--- src/rtl/max7219_serial_driver.sv ---
// MAX7219 serial link driver: sends a fixed power-up init sequence, then
// shifts user {addr, data} words out MSB first with a LOAD pulse per word.
module max7219_serial_driver #(
  parameter int unsigned CLK_DIV        = 2,
  parameter logic [3:0]  INIT_INTENSITY = 4'h8
) (
  input  logic       i_clk,
  input  logic       i_reset,
  input  logic [3:0] i_addr,
  input  logic [7:0] i_data,
  input  logic       i_valid,
  output logic       o_ready,
  output logic       o_init_done,
  output logic       o_serial_din,
  output logic       o_serial_load,
  output logic       o_serial_clk
);

  typedef enum logic [2:0] {IDLE, SHIFT_LO, SHIFT_HI, LATCH, GAP} state_t;

  localparam logic [7:0] DIV_LAST = 8'(CLK_DIV - 1);
  // The IDLE cycle that follows (or the accept cycle that precedes) a frame is
  // output-identical to GAP, so GAP itself holds one cycle less than CLK_DIV.
  localparam logic [7:0] GAP_LAST = (CLK_DIV > 1) ? 8'(CLK_DIV - 2) : 8'd0;

  state_t      state_q;
  logic [7:0]  hp_cnt_q;
  logic [3:0]  bit_cnt_q;
  logic [2:0]  init_idx_q;
  logic [14:0] shift_q;
  logic        ready_q;
  logic        init_done_q;
  logic        din_q;
  logic        load_q;
  logic        sclk_q;

  logic [15:0] init_word;
  logic [15:0] start_word;
  logic        phase_end;
  logic        frame_end;
  logic        start;

  always_comb begin
    init_word = 16'h0F00;
    case (init_idx_q)
      3'd0:    init_word = 16'h09FF;
      3'd1:    init_word = {4'h0, 4'hA, 4'h0, INIT_INTENSITY};
      3'd2:    init_word = 16'h0B07;
      3'd3:    init_word = 16'h0C01;
      default: init_word = 16'h0F00;
    endcase
  end

  assign phase_end  = (hp_cnt_q == DIV_LAST);
  assign frame_end  = ((state_q == GAP) && (hp_cnt_q == GAP_LAST)) ||
                      ((state_q == LATCH) && phase_end && (CLK_DIV == 1));
  assign start      = (state_q == IDLE) && (!init_done_q || (i_valid && ready_q));
  assign start_word = init_done_q ? {4'h0, i_addr, i_data} : init_word;

  always_ff @(posedge i_clk) begin
    if (i_reset) begin
      state_q     <= IDLE;
      hp_cnt_q    <= '0;
      bit_cnt_q   <= '0;
      init_idx_q  <= '0;
      shift_q     <= '0;
      ready_q     <= 1'b0;
      init_done_q <= 1'b0;
      din_q       <= 1'b0;
      load_q      <= 1'b1;
      sclk_q      <= 1'b0;
    end else begin
      case (state_q)
        IDLE: begin
          if (start) begin
            state_q   <= SHIFT_LO;
            shift_q   <= start_word[14:0];
            din_q     <= start_word[15];
            load_q    <= 1'b0;
            sclk_q    <= 1'b0;
            ready_q   <= 1'b0;
            hp_cnt_q  <= '0;
            bit_cnt_q <= '0;
          end
        end
        SHIFT_LO: begin
          if (phase_end) begin
            hp_cnt_q <= '0;
            sclk_q   <= 1'b1;
            state_q  <= SHIFT_HI;
          end else begin
            hp_cnt_q <= hp_cnt_q + 8'd1;
          end
        end
        SHIFT_HI: begin
          if (phase_end) begin
            hp_cnt_q <= '0;
            sclk_q   <= 1'b0;
            if (bit_cnt_q == 4'd15) begin
              din_q   <= 1'b0;
              state_q <= LATCH;
            end else begin
              bit_cnt_q <= bit_cnt_q + 4'd1;
              din_q     <= shift_q[14];
              shift_q   <= {shift_q[13:0], 1'b0};
              state_q   <= SHIFT_LO;
            end
          end else begin
            hp_cnt_q <= hp_cnt_q + 8'd1;
          end
        end
        LATCH: begin
          if (phase_end) begin
            hp_cnt_q <= '0;
            load_q   <= 1'b1;
            state_q  <= GAP;
          end else begin
            hp_cnt_q <= hp_cnt_q + 8'd1;
          end
        end
        GAP: begin
          hp_cnt_q <= hp_cnt_q + 8'd1;
        end
        default: state_q <= IDLE;
      endcase

      if (frame_end) begin
        state_q  <= IDLE;
        hp_cnt_q <= '0;
        if (!init_done_q) begin
          if (init_idx_q == 3'd4) begin
            init_done_q <= 1'b1;
            ready_q     <= 1'b1;
          end else begin
            init_idx_q <= init_idx_q + 3'd1;
          end
        end else begin
          ready_q <= 1'b1;
        end
      end
    end
  end

  assign o_ready       = ready_q;
  assign o_init_done   = init_done_q;
  assign o_serial_din  = din_q;
  assign o_serial_load = load_q;
  assign o_serial_clk  = sclk_q;

endmodule

--- config.mk ---
export PLATFORM = sky130hd
export DESIGN_NAME = max7219_serial_driver
export DESIGN_NICKNAME = d
export VERILOG_FILES = /design/src/rtl/max7219_serial_driver.sv
export SDC_FILE = /design/constraint.sdc
export NUM_CORES = 1
export LEC_CHECK = 0
export CAP_MARGIN = 25
export CORE_MARGIN = 5
export CORE_UTILIZATION = 30
export CTS_CLUSTER_DIAMETER = 80
export CTS_CLUSTER_SIZE = 20
export DETAILED_ROUTE_END_ITERATION = 12
export PLACE_DENSITY_LB_ADDON = 0.2
export SLEW_MARGIN = 20
export SYNTH_ARGS = -nofsm -noshare
export SYNTH_HDL_FRONTEND = slang
export SYNTH_SLANG_ARGS = --single-unit
--- constraint.sdc ---
create_clock -name i_clk -period 5.5 [get_ports i_clk]
set_clock_uncertainty 0.15 [all_clocks]
set_input_delay 0.55 -clock i_clk [delete_from_list [all_inputs] [get_ports i_clk]]
set_output_delay 0.55 -clock i_clk [all_outputs]
set_load 0.05 [all_outputs]
==> reports/metrics.csv, run 1 <==
metric;value;unit
power.leakage;0.842;nW
gp_routability_congestion;0.766;
muxShareOfSynthArea;0;%
synth-adder-area-share;5.23;%
power.sequential.fraction;48.0;%
status;finished, final reports clean;
yosys_register_bits;38;
cts_resized;0;
postLayoutCoreUtil;36.3;%
grt_usage;12.2;%
grt_max_degree;37;
drtPass1Iterations;4;
worst_slew_margin_rel;38.5;%
core_area;0.00691;mm²
power_density;254;mW/mm²
finalCritPeriodShare;47.8;%
syn-mean-instance-area;8.87;µm²
port_buffers;19;
main_combinational_cell_family_by_area_after_synthesis;compound AO/OA/AOI/OAI gates;
layout.cells.non_filler;351;
cellInternalPower;0.000464;W
fin_setup_tns;0;ns
drc_errors;0;
synth_top_cells_by_count;38 x sky130_fd_sc_hd__dfxtp_1, 26 x sky130_fd_sc_hd__nor2_1, 16 x sky130_fd_sc_hd__a21oi_1, 13 x sky130_fd_sc_hd__nand3_1, 12 x sky130_fd_sc_hd__o21ai_0;
wl_per_cell;14.4;µm
synth_top_cells_by_area;sky130_fd_sc_hd__dfxtp_1 35%, sky130_fd_sc_hd__ha_1 5.2%, sky130_fd_sc_hd__nor2_1 4.5%;
post-cts-setup-buffer-count;0;
viasPerCell;5.30;
clk_latency;0.29;ns
timing_max_transition_violations_final;0;
worst_setup_end_kind;primary output;
hold_slack;0.327;ns
num-fill-cells;756;
start_util;31.2;%
start_kind;flop;
total_of_endpoints_with_negative_setup_slack_in_the_final_report;0;
yosys.cell_types.count;52;
synth.net_count;267;
boundaryPins;20;
yosys.cell_count.top_type;sky130_fd_sc_hd__dfxtp_1;
final_nets;278;
finalHoldViolations;0;
crit_path_top_delay_cell;sky130_fd_sc_hd__clkdlybuf4s50_1;
antenna-diode-count;0;
globalRoute.totalOverflow;0;
total_die_area;0.00898;mm²
vdd_drop_max;0.000127;V
dp_hpwl;3510;µm
postSynth.asyncResetShare;0;%
crit_path_max_incr_delay;0.92;ns
cp.buffers_inverters;1;
drive_gt1_share;11.4;%
layout-area-overhead-vs-synth;16.2;%
path_class;reg -> out;
crit_path_max_fo;18;
antenna_found_initial;0;
cp_cell_sequence;clkdlybuf4s50_1;
tritoncts.num_buffers;5;
ys_seq_area_share;35.3;%
synth_compound_area_share;27.3;%
combPwrFrac;14.2;%
num_rows;30;
place.detailed.instances;343;
cts_tree;done;
worstPathArrival;1.93;ns
postRouteWirelength;5050;µm
max_slew.worst_pin.slew;0.920;ns
chipWidth;94.7;µm
proportion_of_total_power_due_to_net_switching;26.9;%
synth_simple_gate_area_share;24.1;%
clk_pin_slew;0.08;ns
synth_xor_area_share;2.44;%
antenna_left;0;
clkSinkCount;38;
hold_path.class;reg -> reg;
timing.critical_path.max_delay_family;buffers and inverters;
synthesis.area;0.00215;mm²
share_clk_of_total_power;37.8;%
post-synth-top-area-cell;sky130_fd_sc_hd__dfxtp_1;
netlist_instances;243;
vias;1862;
post_layout_min_period;2.63;ns
grt_setup_unrepaired;false;
drv_cap;0;
grt_first_pass_wirelength;8850;µm
ctsHtreeMaxLevel;2;
holdBufCountCts;0;
fmaxAchievable;381;MHz
power.total;0.000635;W
synth-edff-count;0;
p_switching;0.000171;W
cts.path.max_buffers;2;
chipHeight;94.7;µm
yosysTopAreaCellShare;35.3;%
starting_drt_drc_count;111;
cts_root_buffer;sky130_fd_sc_hd__clkbuf_8;
cp.required;4.80;ns
via_count_of_the_first_global_routing_pass;1790;
synth_flop_cell;sky130_fd_sc_hd__dfxtp_1;
ys.warnings.count;0;
cell families (layout without fill, tap and decap cells):
kind of cell / Yosys count / count (layout)
flip-flops: 38 / 38
AO/OA/AOI/OAI: 77 / 77
AND/OR/NAND/NOR: 87 / 87
adder cells (fa/ha/maj): 9 / 9
XOR/XNOR: 6 / 6
buffers and inverters: 26 / 38
area by class of cell:
type	count	area, µm²	area share, %
multi-input cells	179	1280	51.1
flip-flops and latches	38	761	30.4
repair buffers	20	198	7.90
well taps	96	120	4.80
clock buffers	5	68.8	2.75
clock inverters	3	40.0	1.60
inverters	10	37.5	1.50
state kept, by name, summed over array words and instances, names as in the netlist:
name / count
bit_cnt_q: 4
hp_cnt_q: 8
init_idx_q: 3
o_init_done: 1
o_ready: 1
o_serial_clk: 1
o_serial_din: 1
o_serial_load: 1
shift_q: 15
state_q: 3
through the flow:
stage	area [µm²]	setup WS (ns)
2_1_floorplan	2150	3.41
3_3_place_gp	2390	2.85
3_5_place_dp	2390	2.76
4_1_cts	2500	2.75
5_1_grt	2500	2.76
6_report	2500	2.87
layer usage:
| metal | wire length, µm | global-route usage [%] | share of wire, % |
|---|---|---|---|
| met1 | 2580 | 16.4 | 51 |
| met4 | 57 | 3.25 | 1.1 |
| met5 | 0 | 0 | 0 |
| met2 | 2280 | 19.6 | 45 |
| met3 | 140 | 2.63 | 2.8 |
power by group through the flow:
stage | clock (W) | combinational (W) | sequential [W]
floorplan | 0 | 0.0000651 | 0.000310
global placement | 0 | 0.0000913 | 0.000311
detailed placement | 0 | 0.0000910 | 0.000311
CTS | 0.000247 | 0.0000912 | 0.000304
global route | 0.000259 | 0.0000996 | 0.000307
finish | 0.000240 | 0.0000904 | 0.000305
path summary, 6_finish.rpt:
check,slack (ns),cells after the start,to,start
min reg2reg,0.33,2,shift_q[14]$_SDFFE_PP0P_,shift_q[14]$_SDFFE_PP0P_
max,2.87,1,o_init_done,o_init_done$_SDFFE_PP0P_
max reg2reg,3.01,4,shift_q[4]$_SDFFE_PP0P_,state_q[1]$_SDFFE_PP0P_
min,0.33,2,shift_q[14]$_SDFFE_PP0P_,shift_q[14]$_SDFFE_PP0P_
placed cells by master, fill, tap and decap left out, drive strengths merged, types with 3 or more instances in the layout:
cell	instances
inv	10
a21oi	16
nand2	7
nor3	5
nand4b	6
a221oi	8
clkbuf	5
nand4	4
or3	4
clkdlybuf4s50	19
o221ai	3
xnor2	5
o21ai	12
a22oi	3
nor2b	3
ha	9
a211oi	6
and3	4
dfxtp	38
nand3	13
nor2	27
o41ai	5
o21a	6
o211ai	7
No activity file was read; power rests on OpenSTA's default activity.
==> run 2, diff against run 1 <==
==> constraint.sdc (replaced) <==
create_clock -name i_clk -period 2.65 [get_ports i_clk]
set_clock_uncertainty 0.15 [all_clocks]
set_input_delay 0.265 -clock i_clk [delete_from_list [all_inputs] [get_ports i_clk]]
set_output_delay 0.265 -clock i_clk [all_outputs]
set_load 0.05 [all_outputs]
==> run 2 against run 1 <==
Against the previous run: register-to-register slack worse by 2.5 ns; sequential cell count unchanged; count of clock-buffer cells in the layout up 2; sequential share of layout area down 0.35 points; core utilization up 0.42 points; critical endpoint is now shift_q[5]$_SDFFE_PP0P_; largest cell class unchanged; highest routed layer unchanged.
==> reports/metrics.csv, run 2 (synthesis results as in run 1) <==
metric;value;unit;change
cts.path.max_buffers;2;;unchanged
clk_pin_slew;0.07;ns;about the same
boundaryPins;20;;unchanged
drive_gt1_share;13.3;%;+1.9 points
worst_slew_margin_rel;65.0;%;+27 points
grt_max_degree;18;;-51%
viasPerCell;5.19;;-2.2%
cp.required;2.70;ns;-2.10 ns
cp_cell_sequence;ha_1 -> nor3b_2 -> and4_1 -> nor2_4 -> o41ai_2;;
chipWidth;94.7;µm;unchanged
reg2reg_depth;5;;+1
wl_per_cell;14.8;µm;+2.9%
largest_register;shift_q;;
multi_input_comb_area;0.00127;mm²;-0.49%
cellInternalPower;0.000876;W;+89%
grt_first_pass_wirelength;8970;µm;+1.3%
hold_slack;0.318;ns;-0.00949 ns
power.leakage;0.868;nW;+3.0%
timing_max_transition_violations_final;0;;unchanged
power.sequential.fraction;52.2;%;+4.2 points
antenna_left;0;;unchanged
finalHoldViolations;0;;unchanged
num-fill-cells;737;;-2.5%
seqCellArea;761;µm²;unchanged
crit-reg2reg-launch;hp_cnt_q[0]$_SDFFE_PP0P_;;
hold_depth;2;;unchanged
drv_cap;0;;unchanged
total_of_endpoints_with_negative_setup_slack_in_the_final_report;0;;unchanged
core_area;0.00691;mm²;unchanged
fin_setup_tns;0;ns;unchanged
holdBufCountCts;0;;unchanged
clkSinkCount;38;;unchanged
grt_usage;12.6;%;+0.49 points
most-common-layout-cells;38 x sky130_fd_sc_hd__dfxtp_1, 26 x sky130_fd_sc_hd__nor2_1, 19 x sky130_fd_sc_hd__clkdlybuf4s50_1;;
ctsHtreeMaxLevel;2;;unchanged
grt_setup_unrepaired;false;;
globalRoute.totalOverflow;0;;unchanged
cts_tree;done;;
vias;1862;;unchanged
vdd_drop_max;0.000230;V;+80%
proportion_of_total_power_due_to_net_switching;27.7;%;+0.83 points
mostFrequentLayoutCell;sky130_fd_sc_hd__dfxtp_1;;
tritoncts.num_buffers;5;;unchanged
antenna-diode-count;0;;unchanged
crit_path_max_fo;7;;-11
share_clk_of_total_power;31.3;%;-6.5 points
max_slew.worst_pin.slew;0.518;ns;-0.401 ns
holdCritStartpoint;shift_q[2]$_SDFFE_PP0P_;;
port_buffers;19;;unchanged
setup_slack_of_the_most_critical_reg_to_reg_path;0.49;ns;-2.52 ns
status;finished, final reports clean;;
path_class;reg -> reg;;
dp_hpwl;3820;µm;+8.8%
combPwrFrac;16.5;%;+2.3 points
largest_reg_flops;15;;unchanged
biggestRegsByFlops;shift_q (15), hp_cnt_q (8), bit_cnt_q (4);;
gp_routability_congestion;0.795;;+3.8%
post-cts-setup-buffer-count;0;;unchanged
cts_resized;0;;unchanged
fmaxAchievable;464;MHz;
start_kind;flop;;
drtPass1Iterations;4;;unchanged
postRouteWirelength;5310;µm;+5.2%
antenna_found_initial;0;;unchanged
power_density;479;mW/mm²;+89%
chipHeight;94.7;µm;unchanged
final_nets;287;;+3.2%
p_switching;0.000336;W;+97%
hold_path.class;reg -> reg;;
finalCritPeriodShare;81.4;%;
timing.hold.worst_endpoint;shift_q[2]$_SDFFE_PP0P_;;
worstPathArrival;2.20;ns;+0.27 ns
via_count_of_the_first_global_routing_pass;1772;;-1.0%
starting_drt_drc_count;107;;-3.6%
placement.cell_area;0.00246;mm²;+2.8%
crit_path_top_delay_cell;sky130_fd_sc_hd__nor3b_2;;
post_layout_min_period;2.16;ns;
clk_latency;0.29;ns;about the same
start_util;31.2;%;unchanged
num_rows;30;;unchanged
cp.buffers_inverters;0;;-1
total_die_area;0.00898;mm²;unchanged
timing.critical_path.max_delay_family;simple AND/OR/NAND/NOR gates;;
crit_path_max_incr_delay;0.44;ns;-0.48 ns
worst_setup_end_kind;flop;;
layout-area-overhead-vs-synth;17.5;%;
timing.rr.end;shift_q[5]$_SDFFE_PP0P_;;
fin_area;0.00253;mm²;+1.1%
drc_errors;0;;unchanged
critPathLaunch;hp_cnt_q[0]$_SDFFE_PP0P_;;
cts_root_buffer;sky130_fd_sc_hd__clkbuf_8;;
## run 2: worst max-delay path by stage
stage                                    end  cells after the start
finish               shift_q[5]$_SDFFE_PP0P_                      5
global route        hp_cnt_q[5]$_SDFFE_PP0P_                      6
floorplan           hp_cnt_q[5]$_SDFFE_PP0P_                      5
global placement    hp_cnt_q[5]$_SDFFE_PP0P_                      6
detailed placement  hp_cnt_q[5]$_SDFFE_PP0P_                      6
CTS                  shift_q[3]$_SDFFE_PP0P_                      5
## run 2: area by class of cell
| class | count | share of cell area [%] |
|---|---|---|
| Timing Repair Buffer | 29 | 10.5 |
| Clock buffer | 7 | 3.01 |
| Multi-Input combinational cell | 179 | 50.2 |
| Inverter | 10 | 1.48 |
| Tap cell | 96 | 4.74 |
| Sequential cell | 38 | 30.0 |
## run 2: worst min-delay path, stage by stage, from the launching register on
cell	delay (ns)
sky130_fd_sc_hd__dfxtp_1	0.31
sky130_fd_sc_hd__nand3_1	0.06
sky130_fd_sc_hd__a21oi_1	0.05
## run 2: power groups by stage
stage	logic, W	clock network, W	registers, W
final	0.000200	0.000379	0.000633
after global routing	0.000219	0.000418	0.000639
after CTS	0.000201	0.000395	0.000632
after detailed placement	0.000200	0	0.000645
after global placement	0.000200	0	0.000646
after floorplan	0.000135	0	0.000643
## run 2: per-layer routing
layer  global-route usage, %  vias to the layer above  part of all wire (%)
li1                        -                      953                     -
met1                    18.5                      858                    49
met5                       0                        -                     0
met4                    3.25                        0                   1.1
met2                    18.8                       45                    45
met3                    2.55                        6                   4.7
## run 2: stage by stage
step	worst slack (ns)	utilization, %	instances	power, W
floorplan	0.563	-	243	0.000778
global placement	0.485	35.6	352	0.000847
detailed placement	0.412	35.6	352	0.000845
CTS	0.513	36.7	359	0.00123
global route	0.312	36.7	359	0.00128
finish	0.493	36.7	359	0.00121
==> run 3, diff against run 2 <==
==> constraint.sdc (replaced) <==
create_clock -name i_clk -period 2.03 [get_ports i_clk]
set_clock_uncertainty 0.15 [all_clocks]
set_input_delay 0.203 -clock i_clk [delete_from_list [all_inputs] [get_ports i_clk]]
set_output_delay 0.203 -clock i_clk [all_outputs]
set_load 0.05 [all_outputs]
==> run 3 against run 2 <==
Against the previous run: critical path depth is the same; count of clock-buffer cells in the layout is the same; largest cell class unchanged; power grew 38%; die area is the same; critical path type unchanged; critical endpoint is now hp_cnt_q[5]$_SDFFE_PP0P_; sequential cell count is the same.
==> reports/metrics.csv, run 3 (synthesis results as in run 1) <==
metric;value;unit;change
core_area;0.00691;mm²;unchanged
max_slew.worst_pin.slew;0.498;ns;-0.0208 ns
grt_first_pass_wirelength;9040;µm;+0.77%
finalHoldViolations;0;;unchanged
vdd_drop_max;0.000258;V;+12%
critPathLaunch;state_q[2]$_SDFFE_PP0P_;;
total_of_endpoints_with_negative_setup_slack_in_the_final_report;0;;unchanged
globalRoute.totalOverflow;0;;unchanged
cts_root_buffer;sky130_fd_sc_hd__clkbuf_8;;
cp.required;2.08;ns;-0.62 ns
post_layout_min_period;1.89;ns;-0.264 ns
holdCritStartpoint;shift_q[2]$_SDFFE_PP0P_;;
port_buffers;19;;unchanged
biggestRegsByFlops;shift_q (15), hp_cnt_q (8), bit_cnt_q (4);;
hold_depth;2;;unchanged
chipWidth;94.7;µm;unchanged
worst_slew_margin_rel;66.7;%;+1.8 points
place.detailed.instances;370;;+5.1%
timing.hold.worst_endpoint;shift_q[2]$_SDFFE_PP0P_;;
finalCritPeriodShare;93.2;%;+12 points
timing_max_transition_violations_final;0;;unchanged
dp_hpwl;4020;µm;+5.3%
setup_slack_of_the_most_critical_reg_to_reg_path;0.14;ns;-0.36 ns
cts.path.max_buffers;2;;unchanged
antenna_left;0;;unchanged
status;finished, final reports clean;;
postLayoutSetupSlackWorst;0.137;ns;-0.356 ns
num_rows;30;;unchanged
via_count_of_the_first_global_routing_pass;1911;;+7.8%
clk_latency;0.30;ns;about the same
placement.setup.worst_slack;-0.0146;ns;-0.427 ns
postRouteWirelength;5420;µm;+2.0%
starting_drt_drc_count;98;;-8.4%
cp_cell_sequence;nor3_1 -> buf_4 -> a211oi_2 -> nor2_1 -> a2111oi_2;;
reg2reg_depth;5;;unchanged
wl_per_cell;14.3;µm;-3.2%
path_class;reg -> reg;;
largest_register;shift_q;;
cts_tree;done;;
viasPerCell;5.14;;-0.95%
grt_setup_unrepaired;false;;
boundaryPins;20;;unchanged
power.leakage;0.978;nW;+13%
timing.rr.end;hp_cnt_q[5]$_SDFFE_PP0P_;;
crit_path_max_fo;11;;+4
final_nets;305;;+6.3%
fmaxAchievable;528;MHz;+14%
total_die_area;0.00898;mm²;unchanged
crit_path_max_incr_delay;0.54;ns;+0.10 ns
worstPathArrival;1.94;ns;-0.26 ns
drc_errors;0;;unchanged
antenna_found_initial;0;;unchanged
mostFrequentLayoutCell;sky130_fd_sc_hd__dfxtp_1;;
ctsHtreeMaxLevel;2;;unchanged
clkSinkCount;38;;unchanged
chipHeight;94.7;µm;unchanged
antenna-diode-count;0;;unchanged
most-common-layout-cells;36 x sky130_fd_sc_hd__dfxtp_1, 28 x sky130_fd_sc_hd__buf_4, 26 x sky130_fd_sc_hd__nor2_1;;
layout.cells.non_filler;378;;+5.3%
gp_routability_congestion;0.782;;-1.6%
vias;1942;;+4.3%
tritoncts.num_buffers;5;;unchanged
drv_cap;0;;unchanged
num-fill-cells;720;;-2.3%
layout-area-overhead-vs-synth;25.7;%;
power.total;0.00167;W;+38%
crit-reg2reg-launch;state_q[2]$_SDFFE_PP0P_;;
hold_path.class;reg -> reg;;
grt_max_degree;17;;-1
power_density;616;mW/mm²;+29%
crit_path_top_delay_cell;sky130_fd_sc_hd__dfxtp_1;;
start_util;31.2;%;unchanged
start_kind;flop;;
grt_usage;12.8;%;+0.15 points
drtPass1Iterations;4;;unchanged
largest_reg_flops;15;;unchanged
drive_gt1_share;21.3;%;+8.0 points
clk_pin_slew;0.08;ns;about the same
worst_setup_end_kind;flop;;
-- run 3: report_power, final --
part | switching [W] | total (W) | internal [W]
registers | 0.0000328 | 0.000823 | 0.000790
logic | 0.000153 | 0.000295 | 0.000142
clock network | 0.000277 | 0.000551 | 0.000274
total | 0.000462 | 0.00167 | 0.00121
-- run 3: what timing repair did --
item	CTS	global route
gates resized for setup	0	6
hold buffers	0	0
setup endpoints to repair	0	16
buffers inserted	0	0
-- run 3: cell type report --
type | count | area, µm² | area share, %
clock inverter | 1 | 5.00 | 0.185
tap | 96 | 120 | 4.43
timing repair buffer | 47 | 410 | 15.2
clock buffer | 7 | 86.3 | 3.19
sequential | 38 | 763 | 28.2
inverter | 10 | 37.5 | 1.39
multi-input combinational | 179 | 1290 | 47.5
-- run 3: critical path, delay by kind of cell (launching register included) --
kind	cells	cell delay (ns)
AO/OA/AOI/OAI	2	0.74
flip-flops	1	0.54
buffers and inverters	1	0.16
AND/OR/NAND/NOR	2	0.21
-- run 3: routing by layer --
layer	share of wire, %	GRT usage [%]
met1	51	17.3
met2	44	19.7
met3	3.6	2.71
met4	1.4	5.29
met5	0	0
-- run 3: per-stage QoR --
step / hold slack [ns] / util [%] / setup TNS (ns) / area (µm²)
final: 0.321 / 39.2 / 0 / 2710
after global placement: 0.307 / 37.7 / 0 / 2600
after detailed placement: 0.309 / 37.7 / -0.0146 / 2600
after CTS: 0.320 / 39.0 / 0 / 2690
after global routing: 0.367 / 39.2 / 0 / 2710
after floorplan: 0.254 / - / 0 / 2160
-- run 3: how the worst max path moves through the flow --
| stage | end | slack [ns] |
|---|---|---|
| detailed placement | hp_cnt_q[5]$_SDFFE_PP0P_ | -0.01 |
| CTS | hp_cnt_q[5]$_SDFFE_PP0P_ | 0.06 |
| floorplan | hp_cnt_q[5]$_SDFFE_PP0P_ | 0.12 |
| global route | hp_cnt_q[5]$_SDFFE_PP0P_ | 0.02 |
| finish | hp_cnt_q[5]$_SDFFE_PP0P_ | 0.14 |
| global placement | shift_q[2]$_SDFFE_PP0P_ | 0.06 |
